<file path="src/rtl/ram_arbiter.sv">
// ram_arbiter: round-robin arbiter sharing one synchronous RAM between two
// requesters, with locked bursts capped at MAX_BURST consecutive grants.
module ram_arbiter #(
  parameter int unsigned data_width = 32,
  parameter int unsigned addr_width = 4,
  parameter int unsigned MAX_BURST  = 4
) (
  input  logic                  clk,
  input  logic                  rst,
  input  logic                  req0,
  input  logic                  req1,
  input  logic                  we0,
  input  logic                  we1,
  input  logic                  lock0,
  input  logic                  lock1,
  input  logic [addr_width-1:0] addr0,
  input  logic [addr_width-1:0] addr1,
  input  logic [data_width-1:0] wdata0,
  input  logic [data_width-1:0] wdata1,
  output logic                  gnt0,
  output logic                  gnt1,
  output logic                  rvalid0,
  output logic                  rvalid1,
  output logic [data_width-1:0] rdata,
  output logic [addr_width-1:0] ram_read_address,
  output logic [addr_width-1:0] ram_write_address,
  output logic                  ram_write,
  output logic [data_width-1:0] ram_din,
  input  logic [data_width-1:0] ram_dout
);

  typedef enum logic [1:0] {StIdle, StOwn0, StOwn1} state_e;

  localparam logic [3:0] MaxBurst = 4'(MAX_BURST);

  state_e     state_q, state_d;
  logic       prio_q, prio_d;
  logic [3:0] cnt_q, cnt_d;
  logic [3:0] burst_cnt;

  // Grant selection; an owner holding req+lock wins outright, else round-robin.
  always_comb begin
    gnt0 = 1'b0;
    gnt1 = 1'b0;
    if (!rst) begin
      if (state_q == StOwn0 && req0 && lock0) begin
        gnt0 = 1'b1;
      end else if (state_q == StOwn1 && req1 && lock1) begin
        gnt1 = 1'b1;
      end else if (req0 && req1) begin
        gnt0 = ~prio_q;
        gnt1 = prio_q;
      end else begin
        gnt0 = req0;
        gnt1 = req1;
      end
    end
  end

  // Next state, priority and burst count from this cycle's grant.
  always_comb begin
    state_d   = StIdle;
    cnt_d     = 4'd0;
    prio_d    = prio_q;
    burst_cnt = 4'd1;
    if (gnt0) begin
      prio_d    = 1'b1;
      burst_cnt = (state_q == StOwn0) ? cnt_q + 4'd1 : 4'd1;
      if (lock0 && burst_cnt < MaxBurst) begin
        state_d = StOwn0;
        cnt_d   = burst_cnt;
      end
    end else if (gnt1) begin
      prio_d    = 1'b0;
      burst_cnt = (state_q == StOwn1) ? cnt_q + 4'd1 : 4'd1;
      if (lock1 && burst_cnt < MaxBurst) begin
        state_d = StOwn1;
        cnt_d   = burst_cnt;
      end
    end
  end

  // Route the granted port onto the RAM; all zeros when nobody is granted.
  always_comb begin
    ram_read_address  = '0;
    ram_write_address = '0;
    ram_din           = '0;
    ram_write         = 1'b0;
    if (gnt0) begin
      ram_read_address  = addr0;
      ram_write_address = addr0;
      ram_din           = wdata0;
      ram_write         = we0;
    end else if (gnt1) begin
      ram_read_address  = addr1;
      ram_write_address = addr1;
      ram_din           = wdata1;
      ram_write         = we1;
    end
  end

  assign rdata = ram_dout;

  // FSM, priority, burst counter and read-valid strobes.
  always_ff @(posedge clk) begin
    if (rst) begin
      state_q <= StIdle;
      prio_q  <= 1'b0;
      cnt_q   <= 4'd0;
      rvalid0 <= 1'b0;
      rvalid1 <= 1'b0;
    end else begin
      state_q <= state_d;
      prio_q  <= prio_d;
      cnt_q   <= cnt_d;
      rvalid0 <= gnt0 & ~we0;
      rvalid1 <= gnt1 & ~we1;
    end
  end

endmodule

</file>
<file path="config.mk">
export PLATFORM = sky130hd
export DESIGN_NAME = ram_arbiter
export DESIGN_NICKNAME = d
export VERILOG_FILES = /design/src/rtl/ram_arbiter.sv
export SDC_FILE = /design/constraint.sdc
export NUM_CORES = 1
export LEC_CHECK = 0
export ABC_CLOCK_PERIOD_IN_PS = 1660
export CAP_MARGIN = 20
export CORE_MARGIN = 10
export CORE_UTILIZATION = 22
export CTS_CLUSTER_DIAMETER = 60
export DETAILED_ROUTE_END_ITERATION = 10
export PLACE_DENSITY = 0.93
export SETUP_SLACK_MARGIN = 0.05
export SYNTH_ARGS = -nofsm -noshare
export SYNTH_HDL_FRONTEND = slang
export SYNTH_SLANG_ARGS = --single-unit
</file>
<file path="constraint.sdc">
create_clock -name clk -period 1.66 [get_ports clk]
set_input_delay 0.166 -clock clk [delete_from_list [all_inputs] [get_ports clk]]
set_output_delay 0.166 -clock clk [all_outputs]
set_load 0.005 [all_outputs]
</file>
==> flow_metrics.py, run 1 <==
metrics = {
    "outcome": {
        "status": "finished, violations left",
        "violations": "negative setup slack",
    },
    "worst_hold_path": {
        "whs_path_depth": 0,
        "hold_path.startpoint": "ram_dout[13]",
        "hold_end": "rdata[13]",
        "hold_path_class": "in -> out",
    },
    "sta": {
        "rsz0062_at_grt": "yes",
        "min_period_over_period_pct": 126,
        "fmax_mhz": 479,
        "finalMaxSlewViolations": 0,
        "hold_viol": 0,
        "setup_viol": 46,
        "postLayoutSetupSlackWorst_ps": -426,
        "worst_clock_skew_ps": 4.43,
        "min_period_ps": 2090,
    },
    "cells_and_area": {
        "fillCellCount": 456,
        "multi_input_area_um2": 683,
        "nets": 369,
        "area_growth_syn_to_layout_pct": 139,
        "regArea_um2": 185,
        "layout-drive-gt1-share_pct": 40.4,
        "diodes": 0,
        "final_cell_area_um2": 2710,
    },
    "critical_path": {
        "cp.arrival_ps": 1920,
        "critical_path_buf_inv_count": 6,
        "critical_path.cell_chain": "buf_6 -> and2b_2 -> a31oi_4 -> nor2b_4 -> buf_12 -> buf_12 -> buf_16 -> buf_8 -> a22o_1 -> buf_2",
        "cp_max_fo": 7,
        "regToRegEndpoint": "cnt_q[0]",
        "ff2ff_setup_slack_ps": -130,
        "worst_setup_path_start_kind": "register",
        "slowest_delay_ps": 330,
        "end_kind": "primary output",
        "crit_family": "buffers and inverters",
        "r2r_cells": 8,
        "r2r_start": "state_q[0]",
        "crit_top_cell": "buf_12",
        "critical_path_class": "reg -> out",
        "crit_slowest_cell": "dfxtp_2",
        "cp.required_ps": 1490,
    },
    "yosys": {
        "yosys_warnings": 0,
        "synth_area_um2": 1130,
        "synth_edf_count": 0,
        "yosys_register_bits": 9,
        "synthArstFlopShare_pct": 0,
        "netlist.area_leader.share_pct": 28.6,
        "synthTopCellsByArea": "a22o_1 29%, buf_4 25%, dfxtp_1 16%",
        "yosysSeqAreaShare_pct": 15.9,
        "syn_area_per_cell_um2": 8.59,
        "yosys.area.top_type": "a22o_1",
        "synth_cell_types": 33,
        "synthFlopType": "dfxtp_1",
        "synthCells": 132,
    },
    "floorplan": {
        "die_w_um": 91.8,
        "initial_utilization_pct": 22.5,
        "std_cell_rows": 26,
        "die_h_um": 91.8,
        "io_pins": 189,
        "core_area_um2": 5040,
        "die-area_um2": 8420,
    },
    "clock_tree": {
        "worstSkewPairLatency_ps": 230,
        "cts-root-buf": "clkbuf_8",
        "cts_max_level": 1,
        "clock_sinks": 9,
        "cts_buffers": 3,
        "clockBufferDepth": 2,
        "cts_tree": "built",
        "cts_hold_buf": 0,
        "clk_pin_slew_worst_paths_ps": 40,
    },
    "global_route": {
        "grt_max_degree": 11,
        "antenna_found_initial": 0,
        "busiest_layer": "met2",
        "met1_usage_pct": 15.5,
        "grt_pass1_vias": 1848,
        "grtUsageMet2_pct": 28.3,
        "grt_util_met3_pct": 4.81,
        "grt.overflow.total": 0,
        "track_usage_pct": 15.4,
        "grt_pass1_wl_um": 10300,
    },
    "placed_design": {
        "portBuffers": 124,
        "dp_hpwl_um": 4550,
        "place_area_um2": 2260,
        "gp_congestion": 0.853,
        "dp_slack_ps": -647,
    },
    "routing": {
        "wl_per_cell_um": 20.9,
        "drc": 0,
        "vias": 1545,
        "wl_um": 6800,
        "drt_iter0_drc": 23,
        "firstDrtPassIters": 4,
        "ant_nets": 0,
        "vias_per_cell": 4.75,
    },
    "power": {
        "p_int_mw": 0.851,
        "ir_worst_vdd_v": 0.000290,
        "p_clk_share_pct": 21.8,
        "sw_frac_of_total_pct": 27.1,
        "switching_power_mw": 0.316,
        "power_density_nw_per_um2": 432,
        "seqPwrFrac_pct": 20.5,
        "power.leakage_nw": 1.18,
        "combPwrFrac_pct": 57.7,
    },
    "flow_run": {
        "drv_cap": 0,
    },
}
-- power groups by stage --
stage	logic, mW	registers, mW	clock network (mW)
global route	0.719	0.240	0.278
detailed placement	0.545	0.243	0
floorplan	0.223	0.241	0
finish	0.674	0.239	0.254
global placement	0.534	0.241	0
CTS	0.702	0.239	0.263
-- how the worst max path moves through the flow --
stage                     slack, ps       start  cells after the start              endpoint
after floorplan                  90  state_q[0]                      6  ram_write_address[0]
after global placement         -600        req1                      7            ram_din[4]
after detailed placement       -650        req1                      7            ram_din[4]
after CTS                      -430  state_q[0]                      8           ram_din[11]
after global routing           -520  state_q[1]                     10            ram_din[3]
final                          -430  state_q[1]                     10            ram_din[3]
-- layout make-up --
type                       count  area share [%]
clock buffer                   4            1.66
inverter                       3           0.416
multi-input combinational     76            25.2
tap                           70            3.24
timing repair buffer         163            62.6
sequential                     9            6.84
-- layer usage --
metal	routed length, µm	part of all wire (%)
met5	0	0
met4	178	2.6
met3	580	8.5
met2	3540	52
met1	2500	37
-- placed cells by master, fill, tap and decap left out, types with 2 or more instances in the layout --
master / synthesis / layout
nand2_1: 3 / 3
a22o_1: 37 / 36
buf_8: 0 / 3
buf_6: 2 / 11
buf_4: 37 / 11
buf_2: 5 / 32
dlygate4sd2_1: 0 / 3
conb_1: 1 / 2
nor2b_4: 1 / 3
nand3_1: 2 / 2
buf_12: 0 / 11
nand2b_1: 2 / 2
inv_1: 3 / 2
buf_16: 0 / 6
dfxtp_1: 9 / 7
nor2b_1: 3 / 2
clkbuf_8: 0 / 3
clkdlybuf4s15_2: 0 / 8
o211ai_1: 3 / 3
clkdlybuf4s50_1: 0 / 78
xnor2_1: 2 / 2
-- cells by family (layout without fill, tap and decap cells) --
| group | Yosys count | in the layout | synth area share [%] |
|---|---|---|---|
| simple gates | 21 | 21 | 12.6 |
| buf+inv | 48 | 170 | 30.0 |
| fa+ha+maj | 1 | 1 | 1.10 |
| other cells | 1 | 2 | 0.331 |
| compound gates | 49 | 49 | 37.7 |
| xor+xnor | 3 | 3 | 2.32 |
| flops | 9 | 9 | 15.9 |
-- synthesized netlist by cell type, types with 2 or more instances --
| cell | number |
|---|---|
| nand2_1 | 3 |
| o211ai_1 | 3 |
| nand2b_1 | 2 |
| or2b_2 | 2 |
| dfxtp_1 | 9 |
| a22o_1 | 37 |
| o2111ai_1 | 2 |
| nand3_1 | 2 |
| inv_1 | 3 |
| a31oi_1 | 2 |
| buf_2 | 5 |
| xnor2_1 | 2 |
| buf_6 | 2 |
| buf_4 | 37 |
| nor2b_1 | 3 |
-- stage by stage --
step	utilization [%]	hold slack, ps	power (mW)	std cells	TNS [ps]
3_3_place_gp	44.8	332	0.775	295	-24690
5_1_grt	53.7	332	1.24	325	-17950
6_report	53.7	332	1.17	325	-13960
4_1_cts	55.1	332	1.20	325	-15600
2_1_floorplan	-	238	0.464	133	0
3_5_place_dp	44.8	332	0.788	295	-26650
-- worst reg2reg max path, cell delays in order, from the launching register on --
cell and delay (ps):
dfxtp_4 370, nor2b_4 40, o211ai_1 210, and4b_4 370, buf_12 140, buf_16 110, buf_8 100, o2111ai_4 110
a221oi_2 250
-- state kept, by name, summed over array words and instances, names as in the netlist --
name and cells:
state_q 2, rvalid1 1, rvalid0 1, cnt_q 4, prio_q 1
-- repair_timing --
item / in CTS / in global routing
gates cloned: 10 / 0
gates resized for setup: 201 / 8
endpoints found under the setup margin: 46 / 50
pin swaps: 12 / 9
setup buffers: 16 / 5
Power figures use the tool's default switching activity.
==> run 2, diff against run 1 <==
--- a/config.mk
+++ b/config.mk
@@ -5,7 +5,7 @@
 export SDC_FILE = /design/constraint.sdc
 export NUM_CORES = 1
 export LEC_CHECK = 0
-export ABC_CLOCK_PERIOD_IN_PS = 1660
+export ABC_AREA = 0
 export CAP_MARGIN = 20
 export CORE_MARGIN = 10
 export CORE_UTILIZATION = 22
@@ -13,6 +13,7 @@
 export DETAILED_ROUTE_END_ITERATION = 10
 export PLACE_DENSITY = 0.93
 export SETUP_SLACK_MARGIN = 0.05
+export SKIP_LAST_GASP = 1
 export SYNTH_ARGS = -nofsm -noshare
 export SYNTH_HDL_FRONTEND = slang
 export SYNTH_SLANG_ARGS = --single-unit
==> run 2 against run 1 <==
The run still ends with negative setup slack left. Clock power barely moved. Total power is 0.88% higher. Combinational power increased by 2%. Critical path depth unchanged. Flip-flop and latch count did not move. Critical path type unchanged. Critical endpoint unchanged. Via count increased by 0.84%. Design area grew 1.1%. Sequential share of layout area shrank 0.075 points. Non-clock buffer count up 2. Cell count is 0.62% higher.
==> flow_metrics.py, run 2 (synthesized netlist as in run 1, its figures left out) <==
metrics = {
    "sta": {
        "tns_ps": -13880,
        "fmax_mhz": 479,
        "setup_viol": 45,
        "worst_clock_skew_ps": 4.38,
        "min_period_ps": 2090,
        "hold_viol": 0,
        "min_period_over_period_pct": 126,
        "finalMaxSlewViolations": 0,
        "rsz0062_at_grt": "yes",
        "postLayoutSetupSlackWorst_ps": -427,
    },
    "global_route": {
        "track_usage_pct": 15.3,
        "grt_max_degree": 11,
        "grt_util_met3_pct": 4.89,
        "antenna_found_initial": 0,
        "grtUsageMet2_pct": 28.0,
        "met1_usage_pct": 15.6,
        "grt_pass1_vias": 1844,
        "busiest_layer": "met2",
        "grt_pass1_wl_um": 10300,
        "grt.overflow.total": 0,
    },
    "cells_and_area": {
        "diodes": 0,
        "regMostFlops": "cnt_q",
        "final_cell_area_um2": 2740,
        "layout_common_cells": "78 x clkdlybuf4s50_1, 36 x a22o_1, 31 x buf_2",
        "final_cells": 327,
        "largest_register_ff_count": 4,
        "final_common_cell": "clkdlybuf4s50_1",
        "nets": 371,
        "layout-drive-gt1-share_pct": 40.9,
        "area_growth_syn_to_layout_pct": 141,
        "fillCellCount": 448,
        "reg_top3": "cnt_q: 4 flops, state_q: 2 flops",
    },
    "critical_path": {
        "critical_path_class": "reg -> out",
        "cp_max_fo": 7,
        "end_kind": "primary output",
        "cp.required_ps": 1490,
        "cp.arrival_ps": 1920,
        "worst_setup_path_start_kind": "register",
    },
    "flow_run": {
        "drv_cap": 0,
    },
    "outcome": {
        "status": "finished, violations left",
        "violations": "negative setup slack",
    },
    "clock_tree": {
        "clockBufferDepth": 2,
        "clock_sinks": 9,
        "cts_tree": "built",
        "cts-root-buf": "clkbuf_8",
        "cts_max_level": 1,
        "worstSkewPairLatency_ps": 230,
        "clk_pin_slew_worst_paths_ps": 40,
        "cts_buffers": 3,
    },
    "worst_hold_path": {
        "hold_path_class": "in -> out",
    },
    "placed_design": {
        "place_area_um2": 2260,
        "dp.cells": 295,
        "dp_slack_ps": -647,
        "portBuffers": 124,
        "dp_hpwl_um": 4550,
        "gp_congestion": 0.853,
    },
    "routing": {
        "drt_iter0_drc": 31,
        "vias_per_cell": 4.76,
        "vias": 1558,
        "wl_um": 6890,
        "drc": 0,
        "ant_nets": 0,
        "firstDrtPassIters": 4,
        "wl_per_cell_um": 21.1,
    },
    "floorplan": {
        "std_cell_rows": 26,
        "io_pins": 189,
        "die-area_um2": 8420,
        "core_area_um2": 5040,
        "die_h_um": 91.8,
        "die_w_um": 91.8,
        "initial_utilization_pct": 22.5,
    },
    "power": {
        "power.leakage_nw": 1.20,
        "total_power_mw": 1.18,
        "ir_worst_vdd_v": 0.000289,
        "power_density_nw_per_um2": 431,
    },
}
## run 2: cell types whose count changed in the layout (fill, tap and decap cells not counted)
cell             delta
buf_12              -2
buf_16              +2
buf_2               -1
buf_4               +2
buf_6               -1
clkbuf_2            +1
clkdlybuf4s15_2     +1
## run 2: per-stage QoR
stage,hold WS [ps],utilization [%]
floorplan,238,-
global placement,332,44.8
detailed placement,332,44.8
CTS,332,55.1
global route,332,54.3
finish,332,54.3
## run 2: worst paths after layout
check / from / end / slack (ps) / cells past startpoint
max: state_q[1] / ram_din[3] / -430 / 10
min reg2reg: prio_q / prio_q / 530 / 2
min: ram_dout[13] / rdata[13] / 330 / 0
max reg2reg: state_q[0] / cnt_q[0] / -90 / 8
## run 2: final cells by class
class / instances / area [µm²] / share of cell area (%)
Inverter: 3 / 11.3 / 0.412
Multi-Input combinational cell: 76 / 683 / 25.0
Timing Repair Buffer: 165 / 1720 / 63.0
Sequential cell: 9 / 185 / 6.77
Clock buffer: 4 / 45.0 / 1.65
Tap cell: 70 / 87.6 / 3.20
## run 2: critical path, stage by stage, from the launching register on
cell and delay (ps):
dfxtp_2 330, buf_6 110, and2b_2 210, a31oi_4 160, nor2b_4 70, buf_12 130
buf_12 120, buf_16 130, buf_8 120, a22o_1 170, buf_2 120
## run 2: metal layers
layer,wire (µm),share of wire (%)
met1,2570,37
met2,3570,52
met3,578,8.4
met4,177,2.6
met5,0,0
## run 2: what timing repair did
action / CTS / global route
setup buffers: 16 / 7
resized for setup: 198 / 9
pin swaps: 12 / 6
cloned: 10 / 0
hold buffers: 0 / 0
endpoints found under the setup margin: 46 / 50
## run 2: where the power goes
part | leakage, nW | switching [mW] | internal (mW)
sequential | 0.0754 | 0.0115 | 0.228
clock | 0.0228 | 0.0868 | 0.167
combinational | 1.10 | 0.221 | 0.464
total | 1.20 | 0.319 | 0.859
==> run 3, diff against run 2 <==
--- a/config.mk
+++ b/config.mk
@@ -6,7 +6,7 @@
 export NUM_CORES = 1
 export LEC_CHECK = 0
 export ABC_AREA = 0
-export CAP_MARGIN = 20
+export CORE_ASPECT_RATIO = 1.1
 export CORE_MARGIN = 10
 export CORE_UTILIZATION = 22
 export CTS_CLUSTER_DIAMETER = 60
==> run 3 against run 2 <==
The run still ends with negative setup slack left. Total power decreased by 9.0%. Register-to-register slack got worse by 90 ps. Highest routed layer unchanged. First-iteration DRC count increased by 81%. Critical path depth decreased by 1. Largest power group unchanged. Sequential power about the same. Die area about the same.
==> flow_metrics.py, run 3 (synthesized netlist as in run 1, its figures left out) <==
metrics = {
    "critical_path": {
        "crit_family": "buffers and inverters",
        "end_kind": "primary output",
        "cp.depth": 9,
        "crit_slowest_cell": "dfxtp_2",
        "critical_path.cell_chain": "buf_6 -> and2b_2 -> a31oi_4 -> nor2b_4 -> buf_6 -> buf_8 -> buf_16 -> a22o_1 -> buf_2",
        "startpoint": "state_q[0]",
        "critical_path_buf_inv_count": 5,
        "cp.required_ps": 1490,
        "slowest_delay_ps": 340,
        "worst_setup_path_start_kind": "register",
        "crit_top_cell": "buf_6",
        "ff2ff_setup_slack_ps": -180,
        "r2r_cells": 9,
        "worstSetupEndpoint": "ram_din[5]",
        "critical_path_class": "reg -> out",
        "r2r_start": "state_q[0]",
        "regToRegEndpoint": "cnt_q[0]",
        "cp_max_fo": 7,
        "cp.arrival_ps": 1900,
    },
    "clock_tree": {
        "cts_buffers": 3,
        "cts_tree": "built",
        "cts-root-buf": "clkbuf_8",
        "clockBufferDepth": 2,
        "worstSkewPairLatency_ps": 230,
        "clk_pin_slew_worst_paths_ps": 40,
        "clock_sinks": 9,
        "cts_max_level": 1,
        "cts_hold_buf": 0,
    },
    "routing": {
        "vias_per_cell": 4.86,
        "vias": 1474,
        "ant_nets": 0,
        "firstDrtPassIters": 4,
        "drc": 0,
        "drt_iter0_drc": 56,
        "wl_um": 6310,
        "wl_per_cell_um": 20.8,
    },
    "flow_run": {
        "drv_cap": 0,
    },
    "cells_and_area": {
        "final_common_cell": "clkdlybuf4s50_1",
        "diodes": 0,
        "regMostFlops": "cnt_q",
        "area_growth_syn_to_layout_pct": 113,
        "layout_common_cells": "80 x clkdlybuf4s50_1, 40 x buf_2, 37 x a22o_1",
        "reg_top3": "cnt_q: 4 flops, state_q: 2 flops",
        "nets": 359,
        "layout-drive-gt1-share_pct": 37.6,
        "fillCellCount": 465,
        "largest_register_ff_count": 4,
    },
    "sta": {
        "fmax_mhz": 484,
        "rsz0062_at_grt": "yes",
        "postLayoutSetupSlackWorst_ps": -407,
        "finalMaxSlewViolations": 0,
        "hold_viol": 0,
        "worst_clock_skew_ps": 3.14,
        "min_period_over_period_pct": 125,
        "hold_ws_ps": 332,
        "min_period_ps": 2070,
        "setup_viol": 45,
    },
    "floorplan": {
        "initial_utilization_pct": 22.7,
        "std_cell_rows": 27,
        "die_w_um": 88.4,
        "io_pins": 189,
        "die-area_um2": 8430,
        "die_h_um": 95.3,
        "core_area_um2": 5000,
    },
    "power": {
        "power_density_nw_per_um2": 444,
        "total_power_mw": 1.07,
        "power.leakage_nw": 1.09,
        "ir_worst_vdd_v": 0.000184,
    },
    "outcome": {
        "violations": "negative setup slack",
        "status": "finished, violations left",
    },
    "global_route": {
        "grt_max_degree": 30,
        "antenna_found_initial": 0,
        "grt.overflow.total": 0,
        "track_usage_pct": 13.2,
        "grt_pass1_vias": 1656,
        "grt_pass1_wl_um": 8760,
    },
    "placed_design": {
        "portBuffers": 124,
        "dp_hpwl_um": 4520,
        "gp_congestion": 0.718,
        "dp_slack_ps": -689,
    },
    "worst_hold_path": {
        "hold_path_class": "in -> out",
    },
}
==> run 3: cell type report <==
class / instances / area [µm²] / area share, %
inverters: 3 / 11.3 / 0.466
clock buffers: 4 / 45.0 / 1.86
well taps: 58 / 72.6 / 3.00
repair buffers: 153 / 1420 / 58.7
multi-input cells: 76 / 686 / 28.4
flip-flops and latches: 9 / 183 / 7.56
==> run 3: worst min-delay path by stage <==
stage                 startpoint         to  slack [ps]  depth (start not counted)
CTS                 ram_dout[16]  rdata[16]         330                          0
global placement    ram_dout[16]  rdata[16]         330                          0
detailed placement  ram_dout[16]  rdata[16]         330                          0
finish              ram_dout[23]  rdata[23]         330                          0
floorplan                    we0    rvalid0         240                          1
global route        ram_dout[22]  rdata[22]         330                          0
==> run 3: through the flow <==
stage,cells,area (µm²),TNS (ps),utilization [%]
3_3_place_gp,284,2250,-25050,45.0
5_1_grt,303,2420,-17570,48.3
6_report,303,2420,-13920,48.3
2_1_floorplan,133,1140,0,-
3_5_place_dp,284,2250,-27830,45.0
4_1_cts,300,2400,-13380,47.9
==> run 3: worst reg2reg max path, delay by kind of cell (launching register included) <==
| family | cells | cell delay [ps] |
|---|---|---|
| compound gates | 3 | 540 |
| buf+inv | 4 | 460 |
| flops | 1 | 340 |
| simple gates | 2 | 410 |
==> run 3: routing by layer <==
metal / global-route usage, % / wire length [µm] / part of all wire [%]
met1: 11.7 / 2120 / 34
met2: 25.0 / 3270 / 52
met3: 4.86 / 725 / 11
met4: 7.82 / 190 / 3.0
met5: 0 / 0 / 0
==> run 3: repair_timing <==
item | 4_1_cts | 5_1_grt
pin swaps | 11 | 27
setup endpoints to repair | 46 | 47
gates resized for setup | 174 | 33
hold endpoints to repair | 0 | 0
buffers inserted | 10 | 2
cloned | 5 | 2
==> run 3: power by group <==
part | switching [mW] | internal (mW)
clock network | 0.0847 | 0.167
registers | 0.0118 | 0.229
logic | 0.195 | 0.385
